[src/rtl/wishbone_regfile_slave_pkg.sv]
`default_nettype none
// ============================================================================
// Module      : wishbone_regfile_slave_pkg
// Description : Shared types for the Wishbone register-file slaves: bus FSM
//               state encoding, default bus widths and access error codes.
// Revision    : 1.0 - initial release
// ============================================================================
package wishbone_regfile_slave_pkg;

  // Default bus geometry for slaves that do not override it
  localparam int WB_DEFAULT_DW = 32;
  localparam int WB_DEFAULT_AW = 4;

  // Bus-side request FSM states
  typedef enum logic [1:0] {
    ST_IDLE = 2'd0,
    ST_WAIT = 2'd1,
    ST_RESP = 2'd2
  } wb_state_t;

  // Reason a request is answered with err instead of ack
  typedef enum logic [1:0] {
    ERR_NONE = 2'd0,
    ERR_ADDR = 2'd1,
    ERR_RO   = 2'd2,
    ERR_SEL  = 2'd3
  } wb_err_t;

  // Classify a captured request; anything other than ERR_NONE leaves state untouched
  function automatic wb_err_t classify_access(input logic addr_hit,
                                              input logic ro_hit,
                                              input logic is_write,
                                              input logic any_sel);
    wb_err_t code;
    code = ERR_NONE;
    if (!addr_hit) begin
      code = ERR_ADDR;
    end else if (!any_sel) begin
      code = ERR_SEL;
    end else if (is_write && ro_hit) begin
      code = ERR_RO;
    end
    return code;
  endfunction

endpackage : wishbone_regfile_slave_pkg
`default_nettype wire

[src/rtl/wishbone_regfile_slave_byte_merge.sv]
`default_nettype none
// ============================================================================
// Module      : wb_byte_merge
// Description : Combinational byte-lane merge: each output byte comes from the
//               new word when its select bit is set, else from the old word.
// Revision    : 1.0 - initial release
// ============================================================================
module wb_byte_merge
  import wishbone_regfile_slave_pkg::*;
#(
  parameter int DW = WB_DEFAULT_DW
) (
  input  logic [DW-1:0]   old_word,
  input  logic [DW-1:0]   new_word,
  input  logic [DW/8-1:0] sel,
  output logic [DW-1:0]   merged
);

  for (genvar k = 0; k < DW / 8; k++) begin : g_byte
    assign merged[k*8 +: 8] = sel[k] ? new_word[k*8 +: 8] : old_word[k*8 +: 8];
  end

endmodule : wb_byte_merge
`default_nettype wire

[src/rtl/wishbone_regfile_slave.sv]
`default_nettype none
// ============================================================================
// Module      : wishbone_regfile_slave
// Description : Wishbone B4 pipelined slave fronting a NUM_REGS x DW register
//               file with byte enables, optional wait states, hardware-sourced
//               read-only registers and err responses for bad accesses.
// Revision    : 1.0 - initial release
// ============================================================================
module wishbone_regfile_slave
  import wishbone_regfile_slave_pkg::*;
#(
  parameter int                  DW          = WB_DEFAULT_DW,
  parameter int                  AW          = WB_DEFAULT_AW,
  parameter int                  NUM_REGS    = 12,
  parameter logic [NUM_REGS-1:0] RO_MASK     = '0,
  parameter int                  WAIT_STATES = 0,
  parameter logic [DW-1:0]       RESET_VAL   = '0
) (
  input  logic                   i_clk,
  input  logic                   i_reset,
  input  logic                   i_wb_cyc,
  input  logic                   i_wb_stb,
  input  logic                   i_wb_we,
  input  logic [AW-1:0]          i_wb_addr,
  input  logic [DW-1:0]          i_wb_data,
  input  logic [DW/8-1:0]        i_wb_sel,
  output logic                   o_wb_stall,
  output logic                   o_wb_ack,
  output logic                   o_wb_err,
  output logic [DW-1:0]          o_wb_data,
  output logic [NUM_REGS*DW-1:0] o_regs,
  output logic [NUM_REGS-1:0]    o_wr_pulse,
  input  logic [NUM_REGS*DW-1:0] i_ro_data
);

  localparam int         SW        = DW / 8;
  localparam logic [3:0] WAIT_INIT = (WAIT_STATES > 0) ? 4'(WAIT_STATES - 1) : 4'd0;

  wb_state_t        state, state_next;
  logic [3:0]       wait_cnt, wait_cnt_next;

  logic [AW-1:0]    req_addr;
  logic             req_we;
  logic [DW-1:0]    req_data;
  logic [SW-1:0]    req_sel;

  logic [DW-1:0]    regs [NUM_REGS];
  logic [DW-1:0]    data_q;
  logic [NUM_REGS-1:0] wr_pulse_q;

  logic             accept;
  logic             in_resp;
  logic             addr_hit;
  logic             ro_hit;
  logic [DW-1:0]    rw_word;
  logic [DW-1:0]    ro_word;
  logic [DW-1:0]    read_word;
  logic [DW-1:0]    merged_word;
  logic [DW-1:0]    resp_data;
  wb_err_t          err_code;
  logic             resp_err;

  // Reset masks the handshake outputs so an in-flight response is dropped at once
  assign o_wb_stall = (state != ST_IDLE) && !i_reset;
  assign accept     = (state == ST_IDLE) && i_wb_cyc && i_wb_stb && !i_reset;
  assign in_resp    = (state == ST_RESP) && !i_reset;

  // Decode the captured address into its register, RO flag and hardware value
  always_comb begin
    addr_hit = 1'b0;
    ro_hit   = 1'b0;
    rw_word  = '0;
    ro_word  = '0;
    for (int i = 0; i < NUM_REGS; i++) begin
      if (req_addr == AW'(i)) begin
        addr_hit = 1'b1;
        ro_hit   = RO_MASK[i];
        rw_word  = regs[i];
        ro_word  = i_ro_data[i*DW +: DW];
      end
    end
  end

  assign err_code  = classify_access(addr_hit, ro_hit, req_we, |req_sel);
  assign resp_err  = (err_code != ERR_NONE);
  assign read_word = ro_hit ? ro_word : rw_word;

  wb_byte_merge #(
    .DW (DW)
  ) u_merge (
    .old_word (rw_word),
    .new_word (req_data),
    .sel      (req_sel),
    .merged   (merged_word)
  );

  // Read data is live in the response cycle; writes leave the last read value on the bus
  always_comb begin
    resp_data = data_q;
    if (resp_err) begin
      resp_data = '0;
    end else if (!req_we) begin
      resp_data = read_word;
    end
  end

  assign o_wb_ack  = in_resp && !resp_err;
  assign o_wb_err  = in_resp && resp_err;
  assign o_wb_data = in_resp ? resp_data : data_q;

  // Next-state logic: count wait states, abort on cyc loss before the response
  always_comb begin
    state_next    = state;
    wait_cnt_next = wait_cnt;
    case (state)
      ST_IDLE: begin
        if (accept) begin
          if (WAIT_STATES == 0) begin
            state_next = ST_RESP;
          end else begin
            state_next    = ST_WAIT;
            wait_cnt_next = WAIT_INIT;
          end
        end
      end
      ST_WAIT: begin
        if (!i_wb_cyc) begin
          state_next = ST_IDLE;
        end else if (wait_cnt == 4'd0) begin
          state_next = ST_RESP;
        end else begin
          wait_cnt_next = wait_cnt - 4'd1;
        end
      end
      ST_RESP: begin
        state_next = ST_IDLE;
      end
      default: begin
        state_next = ST_IDLE;
      end
    endcase
  end

  // FSM state register
  always_ff @(posedge i_clk) begin
    if (i_reset) begin
      state    <= ST_IDLE;
      wait_cnt <= 4'd0;
    end else begin
      state    <= state_next;
      wait_cnt <= wait_cnt_next;
    end
  end

  // Capture the request on acceptance; held stable until the response
  always_ff @(posedge i_clk) begin
    if (i_reset) begin
      req_addr <= '0;
      req_we   <= 1'b0;
      req_data <= '0;
      req_sel  <= '0;
    end else if (accept) begin
      req_addr <= i_wb_addr;
      req_we   <= i_wb_we;
      req_data <= i_wb_data;
      req_sel  <= i_wb_sel;
    end
  end

  // Register file, read-data hold register and write-commit pulses
  always_ff @(posedge i_clk) begin
    if (i_reset) begin
      for (int i = 0; i < NUM_REGS; i++) begin
        regs[i] <= RESET_VAL;
      end
      data_q     <= '0;
      wr_pulse_q <= '0;
    end else begin
      wr_pulse_q <= '0;
      if (in_resp) begin
        data_q <= resp_data;
        if (!resp_err && req_we) begin
          for (int i = 0; i < NUM_REGS; i++) begin
            if (req_addr == AW'(i)) begin
              regs[i]       <= merged_word;
              wr_pulse_q[i] <= 1'b1;
            end
          end
        end
      end
    end
  end

  assign o_wr_pulse = wr_pulse_q;

  for (genvar i = 0; i < NUM_REGS; i++) begin : g_flat
    assign o_regs[i*DW +: DW] = regs[i];
  end

`ifdef FORMAL
  // Handshake invariants
  a_ack_err_excl: assert property (@(posedge i_clk) !(o_wb_ack && o_wb_err));
  a_resp_stalled: assert property (@(posedge i_clk) (o_wb_ack || o_wb_err) |-> o_wb_stall);
  a_one_outstand: assert property (@(posedge i_clk) disable iff (i_reset)
                                   accept |=> o_wb_stall);
  a_resp_to_idle: assert property (@(posedge i_clk) disable iff (i_reset)
                                   (o_wb_ack || o_wb_err) |=> !o_wb_stall);
  a_resp_latency: assert property (@(posedge i_clk) disable iff (i_reset)
                                   (accept && WAIT_STATES == 0) |=> (o_wb_ack || o_wb_err));
`endif

endmodule : wishbone_regfile_slave
`default_nettype wire

[config.mk]
export PLATFORM = sky130hd
export DESIGN_NAME = wishbone_regfile_slave
export DESIGN_NICKNAME = d
export VERILOG_FILES = /design/src/rtl/wishbone_regfile_slave_pkg.sv /design/src/rtl/wishbone_regfile_slave_byte_merge.sv /design/src/rtl/wishbone_regfile_slave.sv
export SDC_FILE = /design/constraint.sdc
export NUM_CORES = 1
export LEC_CHECK = 0
export CORE_AREA = 4 4 328 330
export CTS_BUF_LIST = sky130_fd_sc_hd__clkbuf_4
export CTS_CLUSTER_SIZE = 14
export DETAILED_ROUTE_END_ITERATION = 8
export DIE_AREA = 0 0 332 334
export GPL_TIMING_DRIVEN = 1
export PLACE_DENSITY = 0.53
export SLEW_MARGIN = 40
export SYNTH_ARGS = -nofsm -noshare
export SYNTH_HDL_FRONTEND = slang
export SYNTH_SLANG_ARGS = --single-unit
export TNS_END_PERCENT = 10
[constraint.sdc]
create_clock -name i_clk -period 3.11 [get_ports i_clk]
set_clock_uncertainty 0.15 [all_clocks]
set_input_delay 0.933 -clock i_clk [delete_from_list [all_inputs] [get_ports i_clk]]
set_output_delay 0.933 -clock i_clk [all_outputs]
set_load 0.1 [all_outputs]
* Word-level counts from Yosys, hierarchy flattened
Memory sizes are Yosys's and may differ from the RTL's. Cells that the tools add are included.
Word-level totals: flip-flop bits (word level) 91, bits in latches 0, memory bits (writable) 384, memory bits (read-only) 0, input bits 429, output and inout bits 431, word-level logic and storage cells 169, memories 1
Memories:
- regs | words 12, width 32, rd ports 12, clocked after Yosys merged registers in 0, write ports 12, line wishbone_regfile_slave.sv:47 | logic [DW-1:0] regs [NUM_REGS];
Operators by class: $add $sub $neg 1, multiply operators 0, divide/modulo/power cells 0, magnitude comparators 0, equal/unequal tests 15, shifts and indexed selects 0, multiplexer cells 110, bitwise logic cells 15, reduce and logical (&&, ||, !) cells 19
Operators by type and width (number):
- 32-bit 2-to-1 mux | 27
- 1-bit 2-to-1 mux | 73
- 8-bit 2-to-1 mux | 4
- 4-bit by 3-bit equality test with 1-bit output (second input constant) | 4
- 4-bit equality test (second input constant) | 4
- 1-bit bitwise OR | 12
- 2-bit 2-to-1 mux | 5
- 4-bit by 2-bit equality test with 1-bit output (second input constant) | 2
- 1-bit logical AND | 8
- 4-bit logical NOT | 2
- 4-bit by 1-bit equality test with 1-bit output (second input constant) | 1
- 2-bit case mux with 2 select lines | 1
- 2-bit nonzero test | 2
- 4-bit OR reduction | 1
- 4-bit by 1-bit subtractor with 4-bit output (second input constant) | 1
- 3-bit inequality test (second input constant) | 1
- 1-bit inverter | 3
- 3-bit AND reduction | 1
- 3-bit OR reduction | 1
- 2-bit by 1-bit equality test with 1-bit output (second input constant) | 1
- 2-bit equality test (second input constant) | 1
- 1-bit logical NOT | 2
- 2-bit logical NOT | 1
- 2-bit inequality test (second input constant) | 1
- 2-bit AND reduction | 1

* Longest topological paths before layout
Gate-level depths: netlist of the first run.
word-level depth 22, mapped depth 10, mapped depth without buffers 8

* Modules after synthesis
Synthesis of the first run repeated with hierarchy kept, for this count alone.
Second synthesis, totals: cell total of the unflattened synthesis 1886, area, all modules 22462.8 um^2
By module, submodules not included:
- wishbone_regfile_slave | times used 1, cells an instance 1850, area each 21937.3 um^2
- wb_byte_merge | times used 1, cells an instance 36, area each 525.5 um^2

* Least setup slack after synthesis of the first run
OpenSTA, ideal clock, no wires.
path kind input-to-output, from input i_reset, to output o_wb_data[10], arrival time 4.290 ns, data required time 2.027 ns, setup slack -2.263 ns, stages 7, cells stage by stage nand2b_1 -> inv_1 -> nand3_1 -> nor3_1 -> clkbuf_1 -> o21ai_0 -> a21oi_1
On the way: word-level cells in the longest chain between the ends 3
RTL lines:
- start: declaration | line wishbone_regfile_slave.sv:20 | input logic i_reset,
- 1-bit logical NOT | line wishbone_regfile_slave.sv:66 | assign in_resp = (state == ST_RESP) && !i_reset;
- 1-bit logical AND | line wishbone_regfile_slave.sv:66
- 32-bit 2-to-1 mux
- end: declaration | line wishbone_regfile_slave.sv:30 | output logic [DW-1:0] o_wb_data,
No other way between the ends.

* Worst setup path after layout of the first run
from register req_addr[2], to output o_wb_data[1]
On the way: word-level cells in the longest chain between the ends 17, elaborated cells between the ends (all ways) 41
RTL lines:
- start: declaration | line wishbone_regfile_slave.sv:42 | logic [AW-1:0] req_addr;
- start signal: assignment | line wishbone_regfile_slave.sv:163 | req_addr <= i_wb_addr;
- 4-bit logical NOT | line wishbone_regfile_slave.sv:75 | if (req_addr == AW'(i)) begin
- 1-bit 2-to-1 mux (12 in series) | line wishbone_regfile_slave.sv:75
- 2-bit 2-to-1 mux | line wishbone_regfile_slave_pkg.sv:36 | if (!addr_hit) begin
- 2-bit nonzero test | line wishbone_regfile_slave.sv:85 | assign resp_err = (err_code != ERR_NONE);
- 32-bit 2-to-1 mux (*) | line wishbone_regfile_slave.sv:100 | if (resp_err) begin
- 32-bit 2-to-1 mux (*)
Every way passes the cells marked *; elsewhere a longest branch is shown, timed or not.

==> impl_results.md, run 1 <==
* DR vias at about 22000
* Hold_ws at between 0.2 and 0.3 ns
* Sw power at around 6.6 mW
* Fin worst setup slack at -1.22 ns
* Critical path cell sequence: buf_12 -> buf_4 -> nor2b_4 -> buf_6 -> o21ai_0 -> o31ai_1 -> a21oi_1 -> buf_4 -> o21ai_4 -> buf_12
* Maximum clock insertion buffer count at 3
* Post-route cell area at ~34000 um2
* Cell internal pwr at roughly 12 mW
* Final nets at approximately 3300
* Family with the most delay on the worst path: buffers and inverters
* Slowest cell on the critical path: dfxtp_2
* Max Cap Viol at 0
* Power Total at roughly 18 mW
* Layout cells sized above 1 at between 40% and 50%
* Worst min path class: in2reg
* Critical Path Sink Type: output port
* Total GRT Usage at between 20% and 30%
* Final setup violation count at 35
* Initial DRC count at between 2000 and 2500
* Synth Flop Type: edfxtp_1
* Final slew viol count at 0
* Initial antenna violation count at 15
* Clock power share at 34.3%
* Worst Path Max Fanout at 13
* Skew-Pair Late Insertion Delay at between 1 and 1.5 ns
* P per Cell Area at 536 nW/um2
* Area of the die at 111000 um2
* Final wirelength at 126000 um
* #FFs+latches synth at 470
* Crit Path Category: reg2out
* Setup TNS at -37.74 ns
* Pre-antenna DRT Iters at 5
* Top post-synthesis cells by area: edfxtp_1, dfxtp_1, nor3_1, o22ai_1, a21oi_1
* Synth Net Count at about 2500
* Clock transition at the registers of the reported paths at roughly 0.060 ns
* Share of the synthesized area in the top cell type at between 50% and 60%
* I/O pin count at 860
* Synth cell types at 57
* Count leader, synth: edfxtp_1
* FP Rows at around 120
* Hold-fix buffers, CTS at 0
* Final Hold Viols at 0
* Sequential Power Share at ~40%
* Synth warn at 0
* Max stage delay on crit path at 0.36 ns
* Worst-Margin Slew at 0.833 ns
* Initial Utilization at between 20% and 30%
* F_max at approximately 230 MHz
* Via-to-Cell Ratio at 5.07
* VDD IR-drop max at around 0.00024 V
* Violated checks: negative setup slack
* Buf/Inv on CP at 5
* EDFF count, synth at 384
* Die height at approximately 330 um
* Mean Syn Cell Area at between 10 and 15 um2
* Port Buffers at 475
* Clock sink count at between 400 and 500
* Chip Width at between 300 and 400 um
* Setup repair after global routing missed its margin: yes
* Vias in the first global route at between 20000 and 25000
* Synth cell count leaders: edfxtp_1, nor3_1, nand2_1
* Placed inst area at between 30000 and 40000 um2
* Layout Area Growth over Synthesis at 53.9%
* Wire per inst at 28.8 um
* Mapped Area at around 22000 um2
* Worst Path Required at 2.03 ns
* Post-synthesis sequential area ratio at between 50% and 60%
* Area of the core at 105000 um2
* Min cycle time layout at between 4 and 5 ns
* Post-synthesis cell count at just over 2000
* Status: finished, violations left
* Detailed placement HPWL at roughly 94000 um
* Largest net degree at the start of global routing at 52
* Final ANT Viol Nets at 0
* Period utilization at 139%
* Arr. time, crit path at ~3.3 ns
* Asr flop ratio synth at 0%
* Root Buffer: clkbuf_4
* Final Wtd Congestion at 0.873
* GRT overflow at 0
* Yosys top cell by area: edfxtp_1
* Leakage power at 13.0 nW
* H-tree depth at 4
* CTS tree: done
* Net Sw Frac at 35.9%
* Crit start category: register
* Relative slew slack at ~44%
* Detailed-route DRC error count at 0
* Share of power burned in combinational logic at between 20% and 30%
* First-pass GRT wire length at around 170000 um
* Fin util at about a third
* Cts bufs inserted at between 100 and 150
-- routing by layer --
metal / up-vias / part of all wire [%] / global-route usage [%]
met1: 11000 / 44 / 30.0
met3: 201 / 12 / 8.39
li1: 9566 / - / -
met2: 1370 / 42 / 31.3
met5: - / 0.041 / 0
met4: 8 / 2.8 / 7.20
-- cell families (layout without fill, tap and decap cells) --
logic type | after synthesis | in the layout | synth area share (%)
other | 0 | 9 | 0
and+or+nand+nor | 696 | 696 | 15.3
buffers and inverters | 257 | 1155 | 5.22
muxes | 1 | 1 | 0.0450
DFF | 470 | 470 | 59.5
AOI/OAI and AO/OA | 639 | 640 | 19.9
-- per-stage QoR --
| step | setup WS, ns | instances |
|---|---|---|
| 2_1_floorplan | -0.764 | 2063 |
| 3_3_place_gp | -0.730 | 4074 |
| 3_5_place_dp | -0.731 | 4075 |
| 4_1_cts | -1.37 | 4354 |
| 5_1_grt | -1.39 | 4358 |
| 6_report | -1.22 | 4362 |
-- layout by cell type (no fill, tap or decap), drive strengths merged, types with 2 or more instances in the layout --
| master | n |
|---|---|
| nand3 | 6 |
| nand4b | 2 |
| a22oi | 32 |
| a31o | 2 |
| a22o | 21 |
| buf | 831 |
| clkdlybuf4s50 | 43 |
| a32o | 21 |
| o31ai | 11 |
| nor3 | 247 |
| dfxtp | 86 |
| o32ai | 10 |
| o22ai | 107 |
| nand4 | 2 |
| a21oi | 129 |
| nor3b | 18 |
| nor2b | 44 |
| diode | 9 |
| nand2b | 74 |
| a21o | 11 |
| and3 | 11 |
| a221o | 21 |
| a221oi | 21 |
| nor4 | 2 |
| bufinv | 4 |
| clkinvlp | 3 |
| o31a | 12 |
| clkbuf | 205 |
| nand2 | 140 |
| or2 | 4 |
| a211oi | 73 |
| o221ai | 31 |
| inv | 27 |
| edfxtp | 384 |
| clkinv | 42 |
| nor2 | 137 |
| o22a | 20 |
| o21ai | 114 |
-- flip-flops by register name, indices dropped and copies added, names as in the netlist --
signal and flops:
req_we 1, data_q 32, o_wr_pulse 12, regs 384, state 1, req_addr 4, req_sel 4, req_data 32
-- final cells by class --
class	count	area (um2)
inverter	25	100
fill	10800	70600
antenna	9	22.5
clock inverter	51	324
tap	1391	1740
sequential	470	13300
clock buffer	204	1530
timing repair buffer	875	8230
multi-input combinational	1337	9040
-- repair_timing --
action / in CTS / in global routing
resized for setup: 66 / 77
setup buffers: 23 / 12
setup endpoints to repair: 42 / 60
pin swaps: 20 / 25
cloned: 1 / 2
-- power by group through the flow --
stage          clock (mW)  combinational (mW)  sequential (mW)
2_1_floorplan           0                1.23             9.01
3_5_place_dp            0                4.47             7.50
4_1_cts              6.46                4.57             7.37
6_report             6.30                4.68             7.38
3_3_place_gp            0                4.45             7.50
5_1_grt              6.84                4.85             7.39
-- tightest hold or removal path, cell delays in order --
cell	delay (ns)
clkdlybuf4s50_1	0.39
nand2_1	0.05
o21ai_0	0.06
-- final timing paths --
path                     start            to  slack (ns)  cells past startpoint
hold reg to reg   req_data[25]  req_data[25]        0.33                      2
setup reg to reg   req_addr[1]   regs[2][73]        0.15                     10
hold / removal    i_wb_addr[2]   req_addr[2]        0.27                      3
setup / recovery   req_addr[2]  o_wb_data[1]       -1.22                     10
No activity file was read; power rests on OpenSTA's default activity.
==> run 2: changes to the inputs <==
--- a/config.mk
+++ b/config.mk
@@ -11,7 +11,7 @@
 export DETAILED_ROUTE_END_ITERATION = 8
 export DIE_AREA = 0 0 332 334
 export GPL_TIMING_DRIVEN = 1
-export PLACE_DENSITY = 0.53
+export PLACE_DENSITY = 0.44
 export SLEW_MARGIN = 40
 export SYNTH_ARGS = -nofsm -noshare
 export SYNTH_HDL_FRONTEND = slang
==> impl_results.md, run 2 (synthesis results as in run 1) <==
* Pre-antenna DRT Iters at 6 (was 5)
* Max stage delay on crit path at 0.53 ns (was 0.36 ns)
* Final Wtd Congestion at 0.880 (was 0.873)
* Clock power share at 35.1% (was 34.3%)
* Leakage power at 12.8 nW (was 13.0 nW)
* I/O pin count at 860 (unchanged)
* Skew-Pair Late Insertion Delay at 1.05 ns (was 1.06 ns)
* Final wirelength at 132000 um (was 126000 um)
* Violated checks: negative setup slack (unchanged)
* Sequential Power Share at 39.9% (was 40.2%)
* Initial DRC count at 2253 (was 2322)
* Hold path start: i_wb_data[3] (was i_wb_addr[2])
* Critical R2R Launch: req_addr[3] (was req_addr[1])
* Arr. time, crit path at 3.23 ns (was 3.25 ns)
* Cell internal pwr at 11.9 mW (was 11.8 mW)
* Status: finished, violations left (unchanged)
* Worst Path Required at 2.03 ns (about the same)
* Area of the core at 105000 um2 (unchanged)
* Worst Path Max Fanout at 22 (was 13)
* Setup TNS at -36.98 ns (was -37.74 ns)
* Period utilization at 139% (about the same)
* Initial Utilization at 21.2% (unchanged)
* Min cycle time layout at 4.32 ns (was 4.33 ns)
* WP depth at 8 (was 10)
* Sw power at 6.63 mW (was 6.58 mW)
* Hold endpoint: req_data[3] (was req_addr[2])
* VDD IR-drop max at 0.000277 V (was 0.000242 V)
* Critical Path Sink Type: output port (unchanged)
* Max Cap Viol at 0 (unchanged)
* FF-to-FF path depth at 9 (was 10)
* Crit Path Category: reg2out (unchanged)
* Final ANT Viol Nets at 0 (unchanged)
* Area of the die at 111000 um2 (unchanged)
* Critical path cell sequence: or4_4 -> a31o_4 -> buf_12 -> a32o_1 -> a211oi_2 -> buf_4 -> a21oi_4 -> buf_12 (was buf_12 -> buf_4 -> nor2b_4 -> buf_6 -> o21ai_0 -> o31ai_1 -> a21oi_1 -> buf_4 -> o21ai_4 -> buf_12)
* Port Buffers at 475 (unchanged)
* Initial antenna violation count at 7 (was 15)
* Vias in the first global route at 22100 (was 21800)
* Buf/Inv on CP at 3 (was 5)
* CTS tree: done (unchanged)
* Crit start category: register (unchanged)
* Most flops, register: regs (unchanged)
* Setup repair after global routing missed its margin: yes (unchanged)
* H-tree depth at 4 (unchanged)
* Top cell by count, worst path: buf_12
* Via-to-Cell Ratio at 5.16 (was 5.07)
* Commonest non-fill, non-tap cell in the layout: buf_4 (unchanged)
* Root Buffer: clkbuf_4 (unchanged)
* FP Rows at 119 (unchanged)
* Slowest cell on the critical path: or4_4 (was dfxtp_2)
* First-pass GRT wire length at 179000 um (was 171000 um)
* Hold-fix buffers, CTS at 0 (unchanged)
* Share of power burned in combinational logic at 24.9% (was 25.5%)
* GRT overflow at 0 (unchanged)
* Commonest non-fill, non-tap cells in the layout: buf_4, edfxtp_1, nor3_1 (unchanged)
* Net Sw Frac at 35.8% (was 35.9%)
* Reg2Reg Capture Point: regs[2][92] (was regs[2][73])
* Layout cells sized above 1 at 41.7% (was 42.5%)
* Filler cell count at 10800 (about the same)
* P per Cell Area at 547 nW/um2 (was 536 nW/um2)
* Fin worst setup slack at -1.21 ns (was -1.22 ns)
* Maximum clock insertion buffer count at 3 (unchanged)
* Detailed placement HPWL at 95400 um (was 94400 um)
* Worst min path class: in2reg (unchanged)
* Largest net degree at the start of global routing at 47 (was 52)
* Clock transition at the registers of the reported paths at 0.07 ns (was 0.06 ns)
* Total GRT Usage at 22.9% (was 21.8%)
* Worst-Margin Slew at 0.849 ns (was 0.833 ns)
* Flop-to-flop setup slack at 0.12 ns (was 0.15 ns)
* Worst Hold Path Cells at 3 (unchanged)
* Detailed-route DRC error count at 0 (unchanged)
* Final slew viol count at 0 (unchanged)
* Clock sink count at 470 (unchanged)
* Cts bufs inserted at 143 (was 138)
* Layout Area Growth over Synthesis at 52.0% (was 53.9%)
* DR vias at 22200 (was 22100)
* Final setup violation count at 34 (was 35)
* F_max at 232 MHz (was 231 MHz)
* Chip Width at 332 um (unchanged)
* Final Hold Viols at 0 (unchanged)
* Relative slew slack at 43.0% (was 44.1%)
* Wire per inst at 30.6 um (was 28.8 um)
* Family with the most delay on the worst path: compound AO/OA/AOI/OAI gates (was buffers and inverters)
* Hold_ws at 0.315 ns (was 0.273 ns)
* Largest regs: regs x384, data_q x32, req_data x32 (unchanged)
* Final nets at 3236 (was 3276)
* Die height at 334 um (unchanged)
* Max reg flops at 384 (unchanged)
## run 2: power groups by stage
stage	Clock, mW	Combinational [mW]	Sequential, mW
final	6.50	4.61	7.39
after global routing	7.00	4.78	7.40
after CTS	6.70	4.58	7.37
after detailed placement	0	4.47	7.50
after global placement	0	4.45	7.49
after floorplan	0	1.23	9.01
## run 2: timing repair
| action | in CTS | in global routing |
|---|---|---|
| resized for setup | 81 | 26 |
| setup buffers | 9 | 2 |
| pin swaps | 16 | 6 |
| setup endpoints to repair | 105 | 126 |
| cloned | 0 | 0 |
## run 2: stage by stage
step | std cells | power, mW | util [%] | cell area [um2] | setup slack (ns)
after global placement | 4042 | 11.9 | 29.9 | 31400 | -0.746
after global routing | 4309 | 19.2 | 32.3 | 33800 | -1.32
after floorplan | 2063 | 10.2 | - | 22800 | -0.764
final | 4310 | 18.5 | 32.3 | 33800 | -1.21
after CTS | 4306 | 18.6 | 32.1 | 33700 | -1.33
after detailed placement | 4042 | 12.0 | 29.9 | 31400 | -0.719
## run 2: tightest hold or removal path, cell delays in order
cell and delay (ns):
clkdlybuf4s50_1 0.40, nand2_1 0.06, o21ai_0 0.06
## run 2: layout make-up
class | instances | area, um2 | area share, %
Inverter | 25 | 100 | 0.296
Sequential cell | 470 | 13300 | 39.2
Clock buffer | 219 | 1640 | 4.86
Timing Repair Buffer | 831 | 7860 | 23.2
Multi-Input combinational cell | 1336 | 8960 | 26.5
Tap cell | 1391 | 1740 | 5.14
Antenna cell | 2 | 5.00 | 0.0148
Clock inverter | 36 | 258 | 0.762
## run 2: metal layers
layer	track usage (%)	up-vias	part of all wire, %
li1	-	9477	-
met4	7.65	2	2.8
met1	32.2	11200	45
met3	8.56	198	11
met2	32.1	1388	41
met5	0	-	0.0098
## run 2: worst max-delay path by stage
stage | endpoint | start
after floorplan | o_wb_data[10] | i_reset
after global placement | o_wb_data[10] | i_reset
after detailed placement | o_wb_data[10] | i_reset
after CTS | o_wb_data[21] | req_sel[0]
after global routing | o_wb_data[6] | req_sel[0]
final | o_wb_data[6] | req_sel[0]
